[src/rtl/muxtree_pkg.sv]
// Shared types and defaults for the muxtree selection pipeline.
package muxtree_pkg;

  typedef enum logic [2:0] {
    SRC_E     = 3'd0,
    SRC_C     = 3'd1,
    SRC_D     = 3'd2,
    SRC_FORCE = 3'd3,
    SRC_HOLD  = 3'd4
  } muxtree_src_t;

  localparam int unsigned SRC_W         = 3;
  localparam int unsigned FORCE_VAL_DEF = 42;

endpackage

[src/rtl/muxtree_sel_pipe_if.sv]
// Input beat and result beat channels of the muxtree selection pipeline.
interface muxtree_sel_pipe_if
  import muxtree_pkg::*;
#(
  parameter int unsigned N = 8,
  parameter int unsigned C = 4
);
  localparam int unsigned SW = $clog2(C);

  logic                IN_valid;
  logic                IN_ready;
  logic                IN_force;
  logic [SW-1:0]       IN_sel;
  logic [C-1:0]        IN_b;
  logic [C-1:0]        IN_b2;
  logic [C-1:0][N-1:0] IN_valC;
  logic [C-1:0][N-1:0] IN_valD;
  logic [C-1:0][N-1:0] IN_valE;

  logic                OUT_valid;
  logic                OUT_ready;
  logic [N-1:0]        OUT_val;
  muxtree_src_t        OUT_src;
  logic                OUT_miss;

  modport master (
    output IN_valid, IN_force, IN_sel, IN_b, IN_b2, IN_valC, IN_valD, IN_valE,
    input  IN_ready,
    input  OUT_valid, OUT_val, OUT_src, OUT_miss,
    output OUT_ready
  );

  modport slave (
    input  IN_valid, IN_force, IN_sel, IN_b, IN_b2, IN_valC, IN_valD, IN_valE,
    output IN_ready,
    output OUT_valid, OUT_val, OUT_src, OUT_miss,
    input  OUT_ready
  );

endinterface

[src/rtl/muxtree_prio_lane.sv]
// One channel's priority pick between the E, C and D candidates.
module muxtree_prio_lane
  import muxtree_pkg::*;
#(
  parameter int unsigned N = 8
) (
  input  logic         b,
  input  logic         b2,
  input  logic [N-1:0] val_c,
  input  logic [N-1:0] val_d,
  input  logic [N-1:0] val_e,
  output logic [N-1:0] lane_c,
  output muxtree_src_t src_c
);

  always_comb begin
    lane_c = val_d;
    src_c  = SRC_D;
    if (b && b2) begin
      lane_c = val_e;
      src_c  = SRC_E;
    end else if (b) begin
      lane_c = val_c;
      src_c  = SRC_C;
    end
  end

endmodule

[src/rtl/muxtree_sel_pipe.sv]
// Two-stage channel selector: S1 captures all lane picks, S2 one-hot selects
// one of them, or the force value, or the last delivered value on a miss.
module muxtree_sel_pipe
  import muxtree_pkg::*;
#(
  parameter int unsigned N         = 8,
  parameter int unsigned C         = 4,
  parameter int unsigned FORCE_VAL = FORCE_VAL_DEF
) (
  input logic               clk,
  input logic               rst,
  muxtree_sel_pipe_if.slave bus
);

  localparam int unsigned SW = $clog2(C);
  localparam logic [N-1:0] FORCE_N = N'(FORCE_VAL);

  logic [C-1:0][N-1:0] lane_c;
  muxtree_src_t        lane_src_c [C];

  logic                s1_valid;
  logic [C-1:0][N-1:0] s1_lane;
  muxtree_src_t        s1_src [C];
  logic [SW-1:0]       s1_sel;
  logic                s1_force;

  logic [N-1:0]        hold;

  logic                s2_adv_c;
  logic                out_hs_c;
  logic [C-1:0]        onehot_c;
  logic [N-1:0]        sel_val_c;
  logic [SRC_W-1:0]    sel_src_c;
  logic                miss_c;
  logic [N-1:0]        hold_byp_c;
  logic [N-1:0]        nxt_val_c;
  muxtree_src_t        nxt_src_c;

  for (genvar k = 0; k < C; k++) begin : g_lane
    muxtree_prio_lane #(.N(N)) u_lane (
      .b      (bus.IN_b[k]),
      .b2     (bus.IN_b2[k]),
      .val_c  (bus.IN_valC[k]),
      .val_d  (bus.IN_valD[k]),
      .val_e  (bus.IN_valE[k]),
      .lane_c (lane_c[k]),
      .src_c  (lane_src_c[k])
    );
  end

  assign s2_adv_c     = !bus.OUT_valid || bus.OUT_ready;
  assign out_hs_c     = bus.OUT_valid && bus.OUT_ready;
  assign bus.IN_ready = !s1_valid || s2_adv_c;

  // S1: capture every lane so S2 only has to pick one.
  always_ff @(posedge clk) begin
    if (rst) begin
      s1_valid <= 1'b0;
    end else if (bus.IN_ready) begin
      s1_valid <= bus.IN_valid;
      if (bus.IN_valid) begin
        s1_lane  <= lane_c;
        s1_src   <= lane_src_c;
        s1_sel   <= bus.IN_sel;
        s1_force <= bus.IN_force;
      end
    end
  end

  // AND-OR select; the hold value bypasses a same-cycle handoff.
  always_comb begin
    onehot_c  = '0;
    sel_val_c = '0;
    sel_src_c = '0;
    for (int unsigned k = 0; k < C; k++) begin
      onehot_c[k] = (s1_sel == SW'(k));
      sel_val_c   = sel_val_c | (s1_lane[k] & {N{onehot_c[k]}});
      sel_src_c   = sel_src_c | (SRC_W'(s1_src[k]) & {SRC_W{onehot_c[k]}});
    end
    miss_c     = !s1_force && ({1'b0, s1_sel} >= (SW + 1)'(C));
    hold_byp_c = (out_hs_c && !bus.OUT_miss) ? bus.OUT_val : hold;
    nxt_val_c  = sel_val_c;
    nxt_src_c  = muxtree_src_t'(sel_src_c);
    if (s1_force) begin
      nxt_val_c = FORCE_N;
      nxt_src_c = SRC_FORCE;
    end else if (miss_c) begin
      nxt_val_c = hold_byp_c;
      nxt_src_c = SRC_HOLD;
    end
  end

  always_ff @(posedge clk) begin
    if (rst) begin
      bus.OUT_valid <= 1'b0;
      bus.OUT_val   <= '0;
      bus.OUT_src   <= SRC_D;
      bus.OUT_miss  <= 1'b0;
    end else if (s2_adv_c) begin
      bus.OUT_valid <= s1_valid;
      if (s1_valid) begin
        bus.OUT_val  <= nxt_val_c;
        bus.OUT_src  <= nxt_src_c;
        bus.OUT_miss <= miss_c;
      end
    end
  end

  // Last value delivered without a miss, forced beats included.
  always_ff @(posedge clk) begin
    if (rst) begin
      hold <= FORCE_N;
    end else if (out_hs_c && !bus.OUT_miss) begin
      hold <= bus.OUT_val;
    end
  end

endmodule

[src/flat_wrapper.sv]
// flat-port wrapper written by rule: the top's interface ports become plain ports
module muxtree_sel_pipe_flat import muxtree_pkg::*;
#(
  parameter int unsigned N         = 8,
  parameter int unsigned C         = 4,
  parameter int unsigned FORCE_VAL = FORCE_VAL_DEF
)
  (clk, rst, bus_IN_valid, bus_IN_force, bus_IN_sel, bus_IN_b, bus_IN_b2, bus_IN_valC, bus_IN_valD, bus_IN_valE, bus_IN_ready, bus_OUT_valid, bus_OUT_val, bus_OUT_src, bus_OUT_miss, bus_OUT_ready);
  muxtree_sel_pipe_if #(.N(N), .C(C)) bus_i ();
  input logic clk;
  input logic rst;
  input wire logic [$bits(bus_i.IN_valid)-1:0] bus_IN_valid;
  input wire logic [$bits(bus_i.IN_force)-1:0] bus_IN_force;
  input wire logic [$bits(bus_i.IN_sel)-1:0] bus_IN_sel;
  input wire logic [$bits(bus_i.IN_b)-1:0] bus_IN_b;
  input wire logic [$bits(bus_i.IN_b2)-1:0] bus_IN_b2;
  input wire logic [$bits(bus_i.IN_valC)-1:0] bus_IN_valC;
  input wire logic [$bits(bus_i.IN_valD)-1:0] bus_IN_valD;
  input wire logic [$bits(bus_i.IN_valE)-1:0] bus_IN_valE;
  output wire logic [$bits(bus_i.IN_ready)-1:0] bus_IN_ready;
  output wire logic [$bits(bus_i.OUT_valid)-1:0] bus_OUT_valid;
  output wire logic [$bits(bus_i.OUT_val)-1:0] bus_OUT_val;
  output wire logic [$bits(bus_i.OUT_src)-1:0] bus_OUT_src;
  output wire logic [$bits(bus_i.OUT_miss)-1:0] bus_OUT_miss;
  input wire logic [$bits(bus_i.OUT_ready)-1:0] bus_OUT_ready;
  assign bus_i.IN_valid = bus_IN_valid;
  assign bus_i.IN_force = bus_IN_force;
  assign bus_i.IN_sel = bus_IN_sel;
  assign bus_i.IN_b = bus_IN_b;
  assign bus_i.IN_b2 = bus_IN_b2;
  assign bus_i.IN_valC = bus_IN_valC;
  assign bus_i.IN_valD = bus_IN_valD;
  assign bus_i.IN_valE = bus_IN_valE;
  assign bus_IN_ready = bus_i.IN_ready;
  assign bus_OUT_valid = bus_i.OUT_valid;
  assign bus_OUT_val = bus_i.OUT_val;
  assign bus_OUT_src = bus_i.OUT_src;
  assign bus_OUT_miss = bus_i.OUT_miss;
  assign bus_i.OUT_ready = bus_OUT_ready;
  muxtree_sel_pipe #(.N(N), .C(C), .FORCE_VAL(FORCE_VAL)) u_core (.clk(clk), .rst(rst), .bus(bus_i));
endmodule
[config.mk]
export PLATFORM = sky130hd
export DESIGN_NAME = muxtree_sel_pipe_flat
export DESIGN_NICKNAME = d
export VERILOG_FILES = /design/src/rtl/muxtree_pkg.sv /design/src/rtl/muxtree_sel_pipe_if.sv /design/src/rtl/muxtree_prio_lane.sv /design/src/rtl/muxtree_sel_pipe.sv /design/src/flat_wrapper.sv
export SDC_FILE = /design/constraint.sdc
export NUM_CORES = 1
export LEC_CHECK = 0
export CORE_MARGIN = 1
export CORE_UTILIZATION = 31
export CTS_CLUSTER_SIZE = 14
export DETAILED_ROUTE_END_ITERATION = 12
export PLACE_DENSITY = 0.62
export SLEW_MARGIN = 30
export SYNTH_ARGS = -nofsm -noshare
export SYNTH_HDL_FRONTEND = slang
export SYNTH_HIERARCHICAL = 1
export SYNTH_SLANG_ARGS = --single-unit
[constraint.sdc]
create_clock -name clk -period 2.8 [get_ports clk]
set_input_delay 0.28 -clock clk [delete_from_list [all_inputs] [get_ports clk]]
set_output_delay 0.28 -clock clk [all_outputs]
set_load 0.01 [all_outputs]
# Word-level counts from Yosys, hierarchy flattened
# Cells that the tools add are included.
[totals]
ramBits = 0
inputBits = 111
latchBits = 0
register_bits = 60
mem_count = 0
rom_bits = 0
output_inout_bits = 14
[op_classes]
eq_ne = 3
bitwise = 15
n_div = 0
n_addsub = 0
reduce_logical = 11
shifts = 0
mul = 0
n_lt_le_gt_ge = 0
n_mux = 14
[op_table]
columns = ["operator", "n"]
rows = [
  ["$mux W8", 9],
  ["$and A8 B8 Y8", 4],
  ["$or A8 B8 Y8", 3],
  ["$and A3 B3 Y3", 4],
  ["$or A3 B3 Y3", 3],
  ["$mux W2", 4],
  ["$eq A2 B2 Y1 const B", 2],
  ["$logic_and A1 B1 Y1", 4],
  ["$mux W3", 1],
  ["$reduce_and A3 Y1", 1],
  ["$eq A2 B1 Y1 const B", 1],
  ["$logic_not A1 Y1", 2],
  ["$logic_not A2 Y1", 1],
  ["$logic_or A1 B1 Y1", 2],
  ["$reduce_and A2 Y1", 1],
  ["$not A1 Y1", 1],
]

# Longest topological paths before layout
# Gate-level depths: netlist of run 1.
[depth]
ltp_word = 6
mapped_depth = 4
ltp_nobuf = 3

# Hierarchy
# Netlist of run 1, hierarchy kept.
[by_module_without_submodules]
columns = ["module", "seq_area_each_um2", "instances", "area_each_um2", "cells_per_inst"]
rows = [
  ["muxtree_sel_pipe", 1671.6, 1, 2195.9, 110],
  ["muxtree_prio_lane", 0.0, 4, 198.9, 31],
]

# Least setup slack after synthesis of run 1
# OpenSTA, ideal clock, no wires.
[synth_path]
kind = "reg2reg"
startpoint = "reg u_core.bus.OUT_valid"
endpoint = "reg u_core.s1_force (enable)"
setup_time_ps = 410
t_arrival_ps = 1845
path_stages_with_launch = 4
slack_ps = 546
n_path_buf = 0
cell_sequence = "dfxtp_1 nor2b_1 nand2_1 and3_1"
[synth_via]
elab_chain_len = 4
[synth_rtl]
columns = ["element", "line", "text"]
rows = [
  ["start: declaration", "muxtree_sel_pipe_if.sv:36", "output OUT_valid, OUT_val, OUT_src, OUT_miss,"],
  ["start signal: assignment", "muxtree_sel_pipe.sv:100", "bus.OUT_valid <= s1_valid;"],
  ["$logic_not A1 Y1", "muxtree_sel_pipe.sv:51", "assign s2_adv_c = !bus.OUT_valid || bus.OUT_ready;"],
  ["$logic_or A1 B1 Y1", "muxtree_sel_pipe.sv:51", ""],
  ["$logic_or A1 B1 Y1", "muxtree_sel_pipe.sv:53", "assign bus.IN_ready = !s1_valid || s2_adv_c;"],
  ["net bus_IN_ready", "flat_wrapper.sv:20", "output wire logic [$bits(bus_i.IN_ready)-1:0] bus_IN_ready;"],
  ["$reduce_and A3 Y1 (no line)", "-", ""],
  ["end signal: assignment", "muxtree_sel_pipe.sv:65", "s1_force <= bus.IN_force;"],
  ["end: declaration", "muxtree_sel_pipe.sv:25", "logic s1_force;"],
]
# The timed path passes the listed nets, and every way through them passes these cells.
# A chain may end at the register's enable or synchronous reset.

# Final worst setup path of run 1
[layout_path]
startpoint = "reg u_core.bus.OUT_valid"
endpoint = "out bus_IN_ready"
[layout_via]
elab_chain_len = 3
[layout_rtl]
columns = ["element", "line"]
rows = [
  ["$logic_not A1 Y1", "muxtree_sel_pipe.sv:51"],
  ["$logic_or A1 B1 Y1", "muxtree_sel_pipe.sv:51"],
  ["$logic_or A1 B1 Y1", "muxtree_sel_pipe.sv:53"],
  ["end: declaration", "flat_wrapper.sv:20"],
]
# Every way passes these cells.

==> results of run 1 <==
[layer usage]
metal | wire length, um | GRT usage [%] | vias to the layer above
met3 | 487 | 5.362 | 5
met1 | 2712 | 16.11 | 1001
met2 | 3540 | 26.03 | 84
met5 | 0 | 0 | -
li1 | - | - | 1093
met4 | 46 | 3.010 | 0
[sequential cells by signal, summed over array words and instances (netlist names)]
signal                count
u_core/s1_valid           1
u_core/bus.OUT_val        8
u_core/s1_lane           32
u_core/s1_force           1
u_core/s1_sel             2
u_core/s1_src            12
u_core/bus.OUT_valid      1
u_core/bus.OUT_src        3
[layout make-up]
cell class / instances / area share [%]
clock buffer: 14 / 3.675
tap: 129 / 3.647
inverter: 6 / 0.5089
multi-input combinational: 146 / 25.16
timing repair buffer: 125 / 28.44
clock inverter: 2 / 0.7916
sequential: 60 / 37.77
[how the worst min path moves through the flow]
stage	startpoint	endpoint	slack [ns]	depth (start not counted)
global route	bus_IN_sel[1]	u_core/s1_sel[1]	0.48	1
finish	bus_IN_sel[1]	u_core/s1_sel[1]	0.50	1
global placement	u_core/bus.OUT_src[2]	u_core/bus.OUT_src[2]	0.50	1
detailed placement	u_core/bus.OUT_src[2]	u_core/bus.OUT_src[2]	0.49	1
CTS	bus_IN_sel[1]	u_core/s1_sel[1]	0.49	1
floorplan	bus_IN_force	u_core/s1_force	0.38	0
[power by group]
part | internal (mW) | switching (mW) | total [mW]
Clock | 0.459 | 0.307 | 0.766
Sequential | 1.01 | 0.0229 | 1.04
Combinational | 0.219 | 0.119 | 0.338
[cells in the final DEF (no fill, tap or decap), drive strengths merged]
cell type / netlist / layout
a311oi: 4 / 4
clkbuf: 3 / 14
mux4: 11 / 11
clkinv: 0 / 1
a32o: 6 / 6
mux2i: 32 / 32
a21oi: 37 / 37
a22oi: 1 / 1
nand2b: 1 / 1
dfxtp: 13 / 13
bufinv: 0 / 1
conb: 5 / 5
nor2: 44 / 44
and3: 1 / 1
inv: 6 / 6
buf: 19 / 2
clkdlybuf4s50: 0 / 123
nor2b: 1 / 1
nor4b: 1 / 1
edfxtp: 47 / 47
nand2: 2 / 2
[per-stage QoR]
step	instance area (um2)	setup WS [ns]	power [mW]	std cells	hold slack, ns
after global placement	4228	0.6702	1.393	466	0.5008
after floorplan	2992	0.5457	1.207	234	0.3789
after CTS	4425	0.8619	2.164	482	0.4879
after detailed placement	4228	0.6259	1.399	466	0.4856
after global routing	4425	0.7233	2.241	482	0.4844
final	4425	0.8783	2.142	482	0.5013
[cell families after synthesis]
family / Yosys count
DFF: 60
buffers and inverters: 28
other: 5
muxes: 43
and+or+nand+nor: 50
AOI/OAI and AO/OA: 48
==> results.cfg, run 1 <==
[yosys]
synthSimpleGateAreaFrac_pct = 7.194
synthesis.area_um2 = 2992
synthTopCellsByArea = edfxtp_1, mux2i_1, dfxtp_1, a21oi_1, nor2_1
ys_ff_latch = 60
ys.flop_type = edfxtp_1
ys_seq_area_share_pct = 55.88
synth_top_family_by_area = multiplexers
synthCells = 234
synth_edf_count = 47
syn_nets = 345
yosysUniqueCellTypes = 21
synth.top_cells.by_count = edfxtp_1, nor2_1, a21oi_1
synth_fa_ha_area_share_pct = 0
yosysTopAreaCellShare_pct = 47.18
yosysTopAreaCell = edfxtp_1
synth_mux_area_share_pct = 19.74
synth-compound-area-share_pct = 9.619
async_reset_ff_share_pct = 0
synth_xor_area_share_pct = 0
syn_area_per_cell_um2 = 12.78
synth_most_common_cell = edfxtp_1
ys.warnings.count = 6

[clocking]
post_cts_buffers = 0
cts_buffers = 9
cts.sinks = 60
clk_latency_ns = 0.33
clk_path_buf_depth = 2
h-tree-depth = 3
hold_buffers = 0
clk_pin_slew_ns = 0.06
root_buffer = clkbuf_8
cts_tree = done
cts-resized-gates = 0

[placement]
place_hpwl_mm = 5.299
portBuffers = 123
gp_congestion = 0.7115

[critical_path]
endpoint_kind = primary output
r2r_start = u_core/s1_sel[0]
crit_path_start_kind = flip-flop
r2r_slack_ns = 1.04
crit_cells = 3
cp-endpoint = bus_IN_ready
crit_type = flip-flop to primary output
crit_path_top_delay_cell = clkdlybuf4s50_1
crit_path_cell_trace = nor2b_1 > nand2_1 > clkdlybuf4s50_1
cp_max_fo = 4
path_buf_inv = 1
cp-startpoint = u_core/bus.OUT_valid
crit_arrival_ns = 1.64
critPathTopFamily = buffers and inverters
cpPeakStageDelay_ns = 0.50
reg2reg_to = u_core/bus.OUT_val[3]
cp_data_required_time_ns = 2.52
reg2regPathDepth = 3

[route]
num_vias = 2183
drc_errors = 0
first_pass_iters = 4
viasPerCell = 4.529
ant_nets = 0
wirelength_mm = 6.786
drt-initial-drc-count = 51
wl_per_cell_um = 14.08

[layout]
multi_input_area_um2 = 1114
syn2layout_area_growth_pct = 47.93
n_antenna_cell = 0
utilization_pct = 47.67
fillerInstances = 869
final_nets = 459
ff_latch_area_um2 = 1672
drive_gt1_share_pct = 6.232

[global_route]
antenna_found_initial = 0
gr-total-overflow = 0
track_usage_pct = 14.38
grt_start_max_net_pins = 25
grt_pass1_vias = 2290
grt_pass1_wl_mm = 10.79

[power]
power_density_nw_per_um2 = 484.0
p_leak_nw = 1.640
ir_worst_vdd_mv = 0.1816

[flow_run]
drv_cap = 0

[hold_path]
hold_path.class = input port to flip-flop

[floorplanning]
die-area_um2 = 10050
start_util_pct = 32.22
rows = 35
die_x_um = 100.2
io_pins = 125
core_um2 = 9284
die_y_um = 100.2

[sta]
tightest_slew_ns = 0.6535
hold_violations = 0
tns_ns = 0
setup_viol = 0
period_share_pct = 68.63
report.final.slew_viol_count = 0
skew_ns = 0.007579
relSlewSlack_pct = 56.29
rsz0062_at_grt = no
min_period_ns = 1.922
clock.fmax_ghz = 0.5204

[status]
status = completed
Note: power is estimated with default switching activity, not from simulation.
==> inputs of run 2 (changes only) <==
- PLACE_DENSITY: 0.62 -> 0.65
- clock period: 2.8 -> 1.7 ns (I/O delays scaled with it)
==> run 2 against run 1 <==
  * Utilization up 2.6 points
  * Global-route usage rose by 0.23 points
  * Register-to-register slack got worse by 0.80 ns
  * Largest power group unchanged
  * Setup slack got worse by 0.81 ns
  * Critical path type unchanged
  * Critical path depth unchanged
==> results.cfg, run 2 (synthesis gave the netlist of run 1 again) <==
[layout]
reg_top3 = u_core/s1_lane (32), u_core/s1_src (12), u_core/bus.OUT_val (8)
top_register = u_core/s1_lane
n_antenna_cell = 0
layout_commonest_cell = clkdlybuf4s50_1
fillerInstances = 870
mostFrequentLayoutCells = clkdlybuf4s50_1, edfxtp_1, nor2_1, a21oi_1, mux2i_1
largest_reg_flops = 32
final_nets = 473
drive_gt1_share_pct = 10.63
syn2layout_area_growth_pct = 56.09
utilization_pct = 50.30

[floorplanning]
die_y_um = 100.2
rows = 35
io_pins = 125
die_x_um = 100.2
start_util_pct = 32.22
die-area_um2 = 10050
core_um2 = 9284

[route]
ant_nets = 0
wl_per_cell_um = 14.08
wirelength_mm = 6.985
num_vias = 2234
drc_errors = 0
viasPerCell = 4.504
first_pass_iters = 4
drt-initial-drc-count = 88

[clocking]
root_buffer = clkbuf_8
clk_latency_ns = 0.33
cts.sinks = 60
cts_buffers = 9
clk_pin_slew_ns = 0.07
clk_path_buf_depth = 2
h-tree-depth = 3
post_cts_buffers = 0
cts_tree = done

[sta]
hold_violations = 0
tightest_slew_ns = 0.5948
setup_viol = 0
clock.fmax_ghz = 0.6144
rsz0062_at_grt = no
min_period_ns = 1.628
period_share_pct = 95.74
fin_ws_ns = 0.07249
skew_ns = 0.004437
report.final.slew_viol_count = 0
relSlewSlack_pct = 60.23

[hold_path]
hold_path.class = input port to flip-flop

[critical_path]
crit_path_start_kind = flip-flop
crit_path_top_delay_cell = clkdlybuf4s50_1
crit_arrival_ns = 1.46
cpPeakStageDelay_ns = 0.48
path_buf_inv = 1
r2r_slack_ns = 0.24
critPathTopFamily = buffers and inverters
crit_type = flip-flop to primary output
endpoint_kind = primary output
cp_data_required_time_ns = 1.53
crit_path_cell_trace = nor2b_4 > nand2_1 > clkdlybuf4s50_1
cp_max_fo = 4

[global_route]
grt_pass1_vias = 2266
grt_start_max_net_pins = 18
gr-total-overflow = 0
track_usage_pct = 14.61
antenna_found_initial = 0
grt_pass1_wl_mm = 10.58

[power]
power_density_nw_per_um2 = 848.4
p_leak_nw = 1.752
ir_worst_vdd_mv = 0.4219

[placement]
dp_slack_ns = -0.0007893
portBuffers = 123
gp_congestion = 0.7509
place_hpwl_mm = 5.535

[flow_run]
drv_cap = 0

[status]
status = completed
-- run 2: changes by cell type in the layout (fill, tap and decap cells not counted), moves of 2 or more --
cell	delta
buf_12	+5
buf_4	+9
bufinv_16	+3
clkbuf_1	-3
clkbuf_8	-2
clkinvlp_4	+2
-- run 2: cell type report --
class                           count  area (um2)  share of cell area, %
Sequential cell                    60        1672                  35.80
Multi-Input combinational cell    146        1125                  24.09
Tap cell                          129       161.4                  3.457
Clock buffer                        9       123.9                  2.653
Timing Repair Buffer              139        1426                  30.55
Clock inverter                      7       138.9                  2.974
Inverter                            6       22.52                 0.4823
-- run 2: worst paths after layout --
path,start,endpoint,cells after the start
setup / recovery,u_core/bus.OUT_valid,bus_IN_ready,3
hold / removal,bus_IN_sel[1],u_core/s1_sel[1],1
setup reg to reg,u_core/s1_sel[0],u_core/bus.OUT_val[1],4
hold reg to reg,u_core/bus.OUT_src[2],u_core/bus.OUT_src[2],1
-- run 2: where the power goes --
group          internal, mW  total [mW]  switching (mW)
clock                  1.12        1.65           0.532
combinational         0.397       0.617           0.219
sequential             1.67        1.70          0.0261
-- run 2: routing by layer --
layer,up-vias,share of wire (%),track usage [%]
met1,1030,38,15.41
met3,2,7.4,6.267
met4,0,0.31,4.236
met5,-,0,0
li1,1123,-,-
met2,79,54,26.40
-- run 2: through the flow --
| step | hold WS, ns | total power [mW] | cell area (um2) | TNS [ns] | std cells |
|---|---|---|---|---|---|
| final | 0.3850 | 3.962 | 4669 | 0 | 496 |
| after global routing | 0.3630 | 4.116 | 4669 | 0 | 496 |
| after CTS | 0.3685 | 4.003 | 4669 | 0 | 496 |
| after detailed placement | 0.4847 | 2.349 | 4399 | -0.0007893 | 480 |
| after global placement | 0.4854 | 2.338 | 4399 | 0 | 480 |
| after floorplan | 0.2689 | 1.987 | 2997 | 0 | 234 |
-- run 2: what timing repair did --
item | in CTS | in global routing
gates resized for setup | 2 | 0
setup endpoints to repair | 1 | 0
hold buffers | 0 | 0
